`config.mk`:
```
export PLATFORM = sky130hd
export DESIGN_NAME = ev_cmd_sequencer
export DESIGN_NICKNAME = d
export VERILOG_FILES = /design/src/rtl/ev_cmd_sequencer.sv
export SDC_FILE = /design/constraint.sdc
export NUM_CORES = 1
export LEC_CHECK = 0
export ABC_AREA = 1
export CORE_MARGIN = 1.5
export CORE_UTILIZATION = 40
export CTS_CLUSTER_SIZE = 10
export DETAILED_ROUTE_END_ITERATION = 12
export PLACE_DENSITY = 0.69
export SLEW_MARGIN = 25
export SYNTH_ARGS = -nofsm -noshare
export SYNTH_HDL_FRONTEND = slang
export SYNTH_SLANG_ARGS = --single-unit
```
`constraint.sdc`:
```
create_clock -name clk -period 1.85 [get_ports clk]
set_input_delay 0.37 -clock clk [delete_from_list [all_inputs] [get_ports clk]]
set_output_delay 0.37 -clock clk [all_outputs]
set_load 0.01 [all_outputs]
```
`src/rtl/ev_cmd_sequencer.sv`:
```
// EV command sequencer: one-entry command holding register, DWELL-timed operation FSM and
// an 8-cycle-slot multiplexed accel/brake nibble. Define RAMP_EN to ramp accel_cur by 1 per boundary.
module ev_cmd_sequencer #(
  parameter int unsigned DWELL = 16
) (
  input  logic       clk,
  input  logic       rst_n,
  input  logic       cmd_valid,
  output logic       cmd_ready,
  input  logic [3:0] cmd_accel,
  input  logic [3:0] cmd_brake,
  input  logic       cmd_power,
  input  logic       fault_in,
  input  logic       power_status_in,
  output logic [2:0] op_select,
  output logic       power_on,
  output logic [3:0] ab_data,
  output logic       ab_phase,
  output logic       round_done,
  output logic       link_err
);

  // IDLE takes the spare code 110 so every operation state can carry its op code directly
  typedef enum logic [2:0] {
    ST_POWER  = 3'b000,
    ST_HDL    = 3'b001,
    ST_HORN   = 3'b010,
    ST_IND    = 3'b011,
    ST_SPEED  = 3'b100,
    ST_PWM    = 3'b101,
    ST_IDLE   = 3'b110,
    ST_STATUS = 3'b111
  } state_t;

  localparam logic [7:0] DWELL_LAST = 8'(DWELL - 1);

  state_t     state_q, state_d;
  logic [7:0] dwell_q, dwell_d;
  logic [2:0] slot_q, slot_d;
  logic       ab_phase_q, ab_phase_d;
  logic [3:0] ab_data_q, ab_data_d;
  logic       hold_valid_q, hold_valid_d;
  logic [3:0] hold_accel_q, hold_accel_d;
  logic [3:0] hold_brake_q, hold_brake_d;
  logic       hold_power_q, hold_power_d;
  logic       power_on_q, power_on_d;
  logic       link_err_q, link_err_d;
  logic [3:0] accel_cur_q, accel_cur_d;
  logic [3:0] accel_tgt_q, accel_tgt_d;
  logic [3:0] brake_cur_q, brake_cur_d;

  logic accept, apply, dwell_last, slot_wrap, accel_bnd;

  assign accept     = cmd_valid && !hold_valid_q;
  assign dwell_last = (dwell_q == DWELL_LAST);
  assign apply      = (state_q == ST_POWER) && (dwell_q == 8'd0) && hold_valid_q;
  assign slot_wrap  = (slot_q == 3'd7);
  assign accel_bnd  = slot_wrap && ab_phase_q;

  always_comb begin
    state_d      = state_q;
    dwell_d      = dwell_q;
    slot_d       = slot_q + 3'd1;
    ab_phase_d   = ab_phase_q;
    ab_data_d    = ab_data_q;
    hold_valid_d = hold_valid_q;
    hold_accel_d = hold_accel_q;
    hold_brake_d = hold_brake_q;
    hold_power_d = hold_power_q;
    power_on_d   = power_on_q;
    link_err_d   = link_err_q;
    accel_cur_d  = accel_cur_q;
    accel_tgt_d  = accel_tgt_q;
    brake_cur_d  = brake_cur_q;

    if (accept) begin
      hold_valid_d = 1'b1;
      hold_accel_d = cmd_accel;
      hold_brake_d = cmd_brake;
      hold_power_d = cmd_power;
    end

    if (state_q == ST_IDLE) begin
      if (accept) begin
        state_d = ST_POWER;
        dwell_d = 8'd0;
      end
    end else if (dwell_last) begin
      dwell_d = 8'd0;
      case (state_q)
        ST_POWER:  state_d = power_on_q ? ST_HDL : ST_POWER;
        ST_HDL:    state_d = ST_HORN;
        ST_HORN:   state_d = ST_IND;
        ST_IND:    state_d = ST_SPEED;
        ST_SPEED:  state_d = ST_PWM;
        ST_PWM:    state_d = ST_STATUS;
        ST_STATUS: state_d = ST_POWER;
        default:   state_d = ST_IDLE;
      endcase
    end else begin
      dwell_d = dwell_q + 8'd1;
    end

    if (state_q == ST_POWER && dwell_last && power_on_q && !power_status_in)
      link_err_d = 1'b1;

    // Accelerator only moves on the brake->accel phase boundary; fault overrides the target
    if (accel_bnd) begin
      if (!power_on_q) begin
        accel_cur_d = 4'd0;
        brake_cur_d = 4'd0;
      end else if (fault_in) begin
        accel_cur_d = (accel_cur_q == 4'd0) ? 4'd0 : accel_cur_q - 4'd1;
      end else begin
`ifdef RAMP_EN
        if (accel_cur_q < accel_tgt_q)
          accel_cur_d = accel_cur_q + 4'd1;
        else if (accel_cur_q > accel_tgt_q)
          accel_cur_d = accel_cur_q - 4'd1;
`else
        accel_cur_d = accel_tgt_q;
`endif
      end
    end

    if (apply) begin
      hold_valid_d = 1'b0;
      power_on_d   = hold_power_q;
      brake_cur_d  = hold_brake_q;
      accel_tgt_d  = hold_accel_q;
      link_err_d   = 1'b0;
    end

    // The nibble shows the freshly updated value for the slot it is entering
    if (slot_wrap) begin
      ab_phase_d = ~ab_phase_q;
      ab_data_d  = ab_phase_q ? accel_cur_d : brake_cur_d;
    end
  end

  always_ff @(posedge clk or negedge rst_n) begin
    if (!rst_n) begin
      state_q      <= ST_IDLE;
      dwell_q      <= 8'd0;
      slot_q       <= 3'd0;
      ab_phase_q   <= 1'b0;
      ab_data_q    <= 4'd0;
      hold_valid_q <= 1'b0;
      hold_accel_q <= 4'd0;
      hold_brake_q <= 4'd0;
      hold_power_q <= 1'b0;
      power_on_q   <= 1'b0;
      link_err_q   <= 1'b0;
      accel_cur_q  <= 4'd0;
      accel_tgt_q  <= 4'd0;
      brake_cur_q  <= 4'd0;
    end else begin
      state_q      <= state_d;
      dwell_q      <= dwell_d;
      slot_q       <= slot_d;
      ab_phase_q   <= ab_phase_d;
      ab_data_q    <= ab_data_d;
      hold_valid_q <= hold_valid_d;
      hold_accel_q <= hold_accel_d;
      hold_brake_q <= hold_brake_d;
      hold_power_q <= hold_power_d;
      power_on_q   <= power_on_d;
      link_err_q   <= link_err_d;
      accel_cur_q  <= accel_cur_d;
      accel_tgt_q  <= accel_tgt_d;
      brake_cur_q  <= brake_cur_d;
    end
  end

  assign cmd_ready  = !hold_valid_q;
  assign op_select  = (state_q == ST_IDLE) ? 3'b000 : state_q;
  assign power_on   = power_on_q;
  assign ab_data    = ab_data_q;
  assign ab_phase   = ab_phase_q;
  assign round_done = (state_q == ST_STATUS) && dwell_last;
  assign link_err   = link_err_q;

endmodule
```
==> run summary <==
The global routing usage on met3 came out at 4.497%. In this run the standard cell core region covers 5075 um^2. The net count after synthesis is about 260. The kind of start point of the critical path is a flop. The initial utilization of the core area, before any placement, comes to 41.47%. The register bit count reported by yosys came out at 43. The aggregate routed wire length came out at around 4300 um.

The area overhead of the layout relative to synthesis came out at 28.36%. The relative contribution of sequential cells to total power is 49.3%. The floorplan step defined a die boundary enclosing 5706 um^2. The clock latency on the worst-skew pair is between 0.3 and 0.4 ns. The total routing usage reported by global routing came out at between 10% and 20%. The number of DRC markers after the initial detailed-route iteration came out at 117. The CTS buffer count came out at 5.

The max-slew violation count is 0. The die outline height is between 70 and 80 um. The tree is rooted in a clkbuf_8. The library cell used most frequently in the layout, excluding fill and tap cells, is nand2_1. The longest clock path from root to sink contains 2 buffers. For this run, the post-layout net count is between 300 and 400. The gate count of the mapped netlist came out at 240. The total number of yosys warnings came out at 0. The data arrival time of the critical path came out at about 1.4 ns. The final reports fail on hold timing. The clock period could shrink to 1.779 ns.

The number of non-filler instances in the completed layout is between 300 and 400. In this run, placement finished with an instance count of 348. The wire-length estimate of the detail-placed layout is ~3300 um. Cells with a size suffix above 1 make up roughly a fifth of the layout. The leakage power of the design is 1.367 nW.

The number of failing hold endpoints at the final stage came to 2. The max capacitance violation total is 0. For this design, the slowest cell found on the critical path is dfstp_2. 26 I/O pins were placed.

The switching fraction of total power is roughly 28%. The most used routing layer is met2. STA classifies the critical path endpoint as an output port. The worst hold slack after final layout is -0.0008423 ns. The library cells used most frequently in the layout, excluding fill and tap cells, are 51 x nand2_1, 41 x dfrtp_1, 26 x inv_1. The net switching power is between 0.0006 and 0.0007 W.

The global-route track usage on met2 came out at 26.02%. In this run the cell area measured after placement is between 2000 and 3000 um^2. Dividing the detail-routed via count by the number of cells gives between 4 and 5. The logic depth of the worst register-to-register path is 11. Clock skew on the completed layout was measured at 0.002142 ns. The number of global-route vias before repair came out at roughly 1,600. The global-route wire length before repair came out at approximately 7100 um. For this run, design rule violations remaining after detail routing come to 0. The maximum ir drop on the vdd rail came out at around 370 uV. The number of fill cells came out at roughly 510. The pre-antenna-repair detailed-routing pass consisted of 4 iterations. The initial antenna violation count is 0. The detail route stage leaves a number of antenna-violating nets equal to 0. The number of library cell types mapped by synthesis is 30. The post-synthesis sequential area ratio is between 50% and 60%. Setup repair after global routing left no endpoint under its margin. The antenna diode count came out at 0. The critical path is of the reg -> out type. The worst hold path belongs to the class in -> async.

The die extent in x came out at approximately 76 um. The overall via count from detail_route came out at 1,739. The fmax is around 0.56 GHz.

The endpoint identified for the worst register-to-register timing path is ab_data[1]. In this run the critical register-to-register path is launched from dwell_q[1]. The power density over the cells came out at between 900 and 1000 nW/um^2. Traced cell by cell, the critical path runs through buf_4 -> nand3_4 -> inv_2 -> nor2_1 -> clkdlybuf4s15_1. The total setup violations reported at the end of the flow came out at 0. The number of I/O port buffers is 25. The fraction of power consumed by combinational cells came out at between 20% and 30%.

The clock drives 43 sinks. Across the whole layout, storage elements account for around 1100 um^2. The peak per-stage delay on the critical path is between 0.5 and 0.6 ns. The multi-input combinational cells in the finished layout cover a total of 904.6 um^2. TritonCTS built the clock tree. The global placement routability congestion came out at around 0.8.

The worst-path maximum fanout is 5. The overflow left after global routing came out at 0. Measured against its own limit, the worst slew margin works out to between 60% and 70%. For the worst setup path, the data required time is roughly 1.5 ns.

The pin count of the biggest net entering global routing is 27. The run finished, with violations left. The internal power summed over all cells came out at about 0.0018 W. The netlist area before placement came out at 2105 um^2.

The slew at the pin closest to its max-slew limit is 0.4535 ns. The clock slew at the register clock pins of the worst setup and hold paths is 0.08 ns. The detail-routed net length per standard cell came out at 12.05 um. The average size of a mapped cell came out at between 8 and 9 um^2. The cell row count came out at 26.

After layout, the worst path uses a little over nine tenths of the clock period. The global-route track usage on met1 came out at between 20% and 30%. The H-tree was split into 2 levels. In this run, the clock network consumes a little under a third of the power. The reg2reg setup slack came out at 0.17 ns.

After routing the design area is about 2700 um^2.
[worst max-delay path by stage]
stage                     from            to  slack [ns]  cells past startpoint
floorplan           dwell_q[5]    round_done        0.38                      5
global placement    dwell_q[0]    round_done       0.002                      6
detailed placement  dwell_q[1]    round_done       -0.05                      6
CTS                 dwell_q[1]    round_done       -0.07                      6
global route        dwell_q[0]    round_done      0.0008                      6
finish              state_q[2]  op_select[1]        0.07                      5
[cells by family after synthesis]
group                      share of synthesized area, %
and+or+nand+nor                                   27.76
buffers and inverters                             6.124
muxes                                            0.5350
xor gates and xnor gates                          1.249
DFF                                               51.25
AOI/OAI and AO/OA                                 10.70
adders and majority gates                         2.378
[power groups by stage]
stage               Combinational, W  Clock (W)  Sequential (W)
global route                0.000571   0.000802         0.00123
detailed placement          0.000503          0         0.00122
finish                      0.000499   0.000741         0.00120
CTS                         0.000504   0.000753         0.00121
floorplan                   0.000300          0         0.00122
global placement            0.000487          0         0.00122
[layout make-up]
cell class | instances | share of cell area [%]
multi-input cells | 164 | 33.49
flip-flops and latches | 43 | 39.93
clock buffers | 5 | 2.547
well taps | 70 | 3.242
repair buffers | 43 | 14.78
inverters | 31 | 4.400
clock inverters | 3 | 1.621
[cell usage after synthesis (all sizes together)]
| cell type | count | area share (%) |
|---|---|---|
| o211ai | 1 | 0.36 |
| dfstp | 2 | 2.5 |
| nor2 | 27 | 6.4 |
| o21a | 2 | 0.71 |
| o21bai | 2 | 0.71 |
| nand3 | 17 | 5.1 |
| dfrtp | 41 | 49 |
| and2 | 4 | 1.2 |
| nand2 | 61 | 13 |
| xor2 | 3 | 1.2 |
| mux2 | 1 | 0.54 |
| o21ai | 20 | 4.8 |
| or2 | 1 | 0.30 |
| a21oi | 15 | 3.6 |
| nand4 | 1 | 1.0 |
| ha | 4 | 2.4 |
| inv | 31 | 5.6 |
| buf | 2 | 0.48 |
| nor3 | 3 | 1.2 |
| o22ai | 2 | 0.59 |
[layer usage]
layer / share of wire (%) / vias up / routed length, um
li1: - / 863 / -
met1: 47 / 813 / 2023
met2: 45 / 52 / 1930
met3: 5.8 / 11 / 252
met4: 2.7 / 0 / 118
met5: 0 / - / 0
[through the flow]
stage / hold slack, ns / utilization (%) / total power (W) / setup slack [ns] / TNS, ns
floorplan: 0.07441 / - / 0.001518 / 0.3751 / 0
global placement: 0.3386 / 50.30 / 0.001705 / 0.002099 / 0
detailed placement: 0.3460 / 50.30 / 0.001727 / -0.05408 / -0.05408
CTS: 0.01617 / 52.64 / 0.002463 / -0.07185 / -0.07185
global route: 0.02306 / 53.23 / 0.002600 / 0.0007769 / 0
finish: -0.0008423 / 53.23 / 0.002444 / 0.07101 / 0
[worst max-delay path, delay by kind of cell, from the launching register on]
kind | cells | cell delay, ns
buffers and inverters | 3 | 0.41
DFF | 1 | 0.55
and+or+nand+nor | 2 | 0.15
[repair_timing]
| item | in CTS | in global routing |
|---|---|---|
| pin swaps | 0 | 2 |
| buffers inserted | 1 | 2 |
| endpoints found under the hold margin | 0 | 0 |
| setup endpoints to repair | 3 | 2 |
| resized for setup | 5 | 5 |
| hold buffers | 0 | 0 |
[state kept, by name (all words and copies together), names as in the netlist, 3 cells and up]
register	flops
ab_data	4
accel_tgt_q	4
dwell_q	8
hold_brake_q	4
brake_cur_q	4
slot_q	3
hold_accel_q	4
state_q	3
accel_cur_q	4
Note: power is estimated with default switching activity, not from simulation.
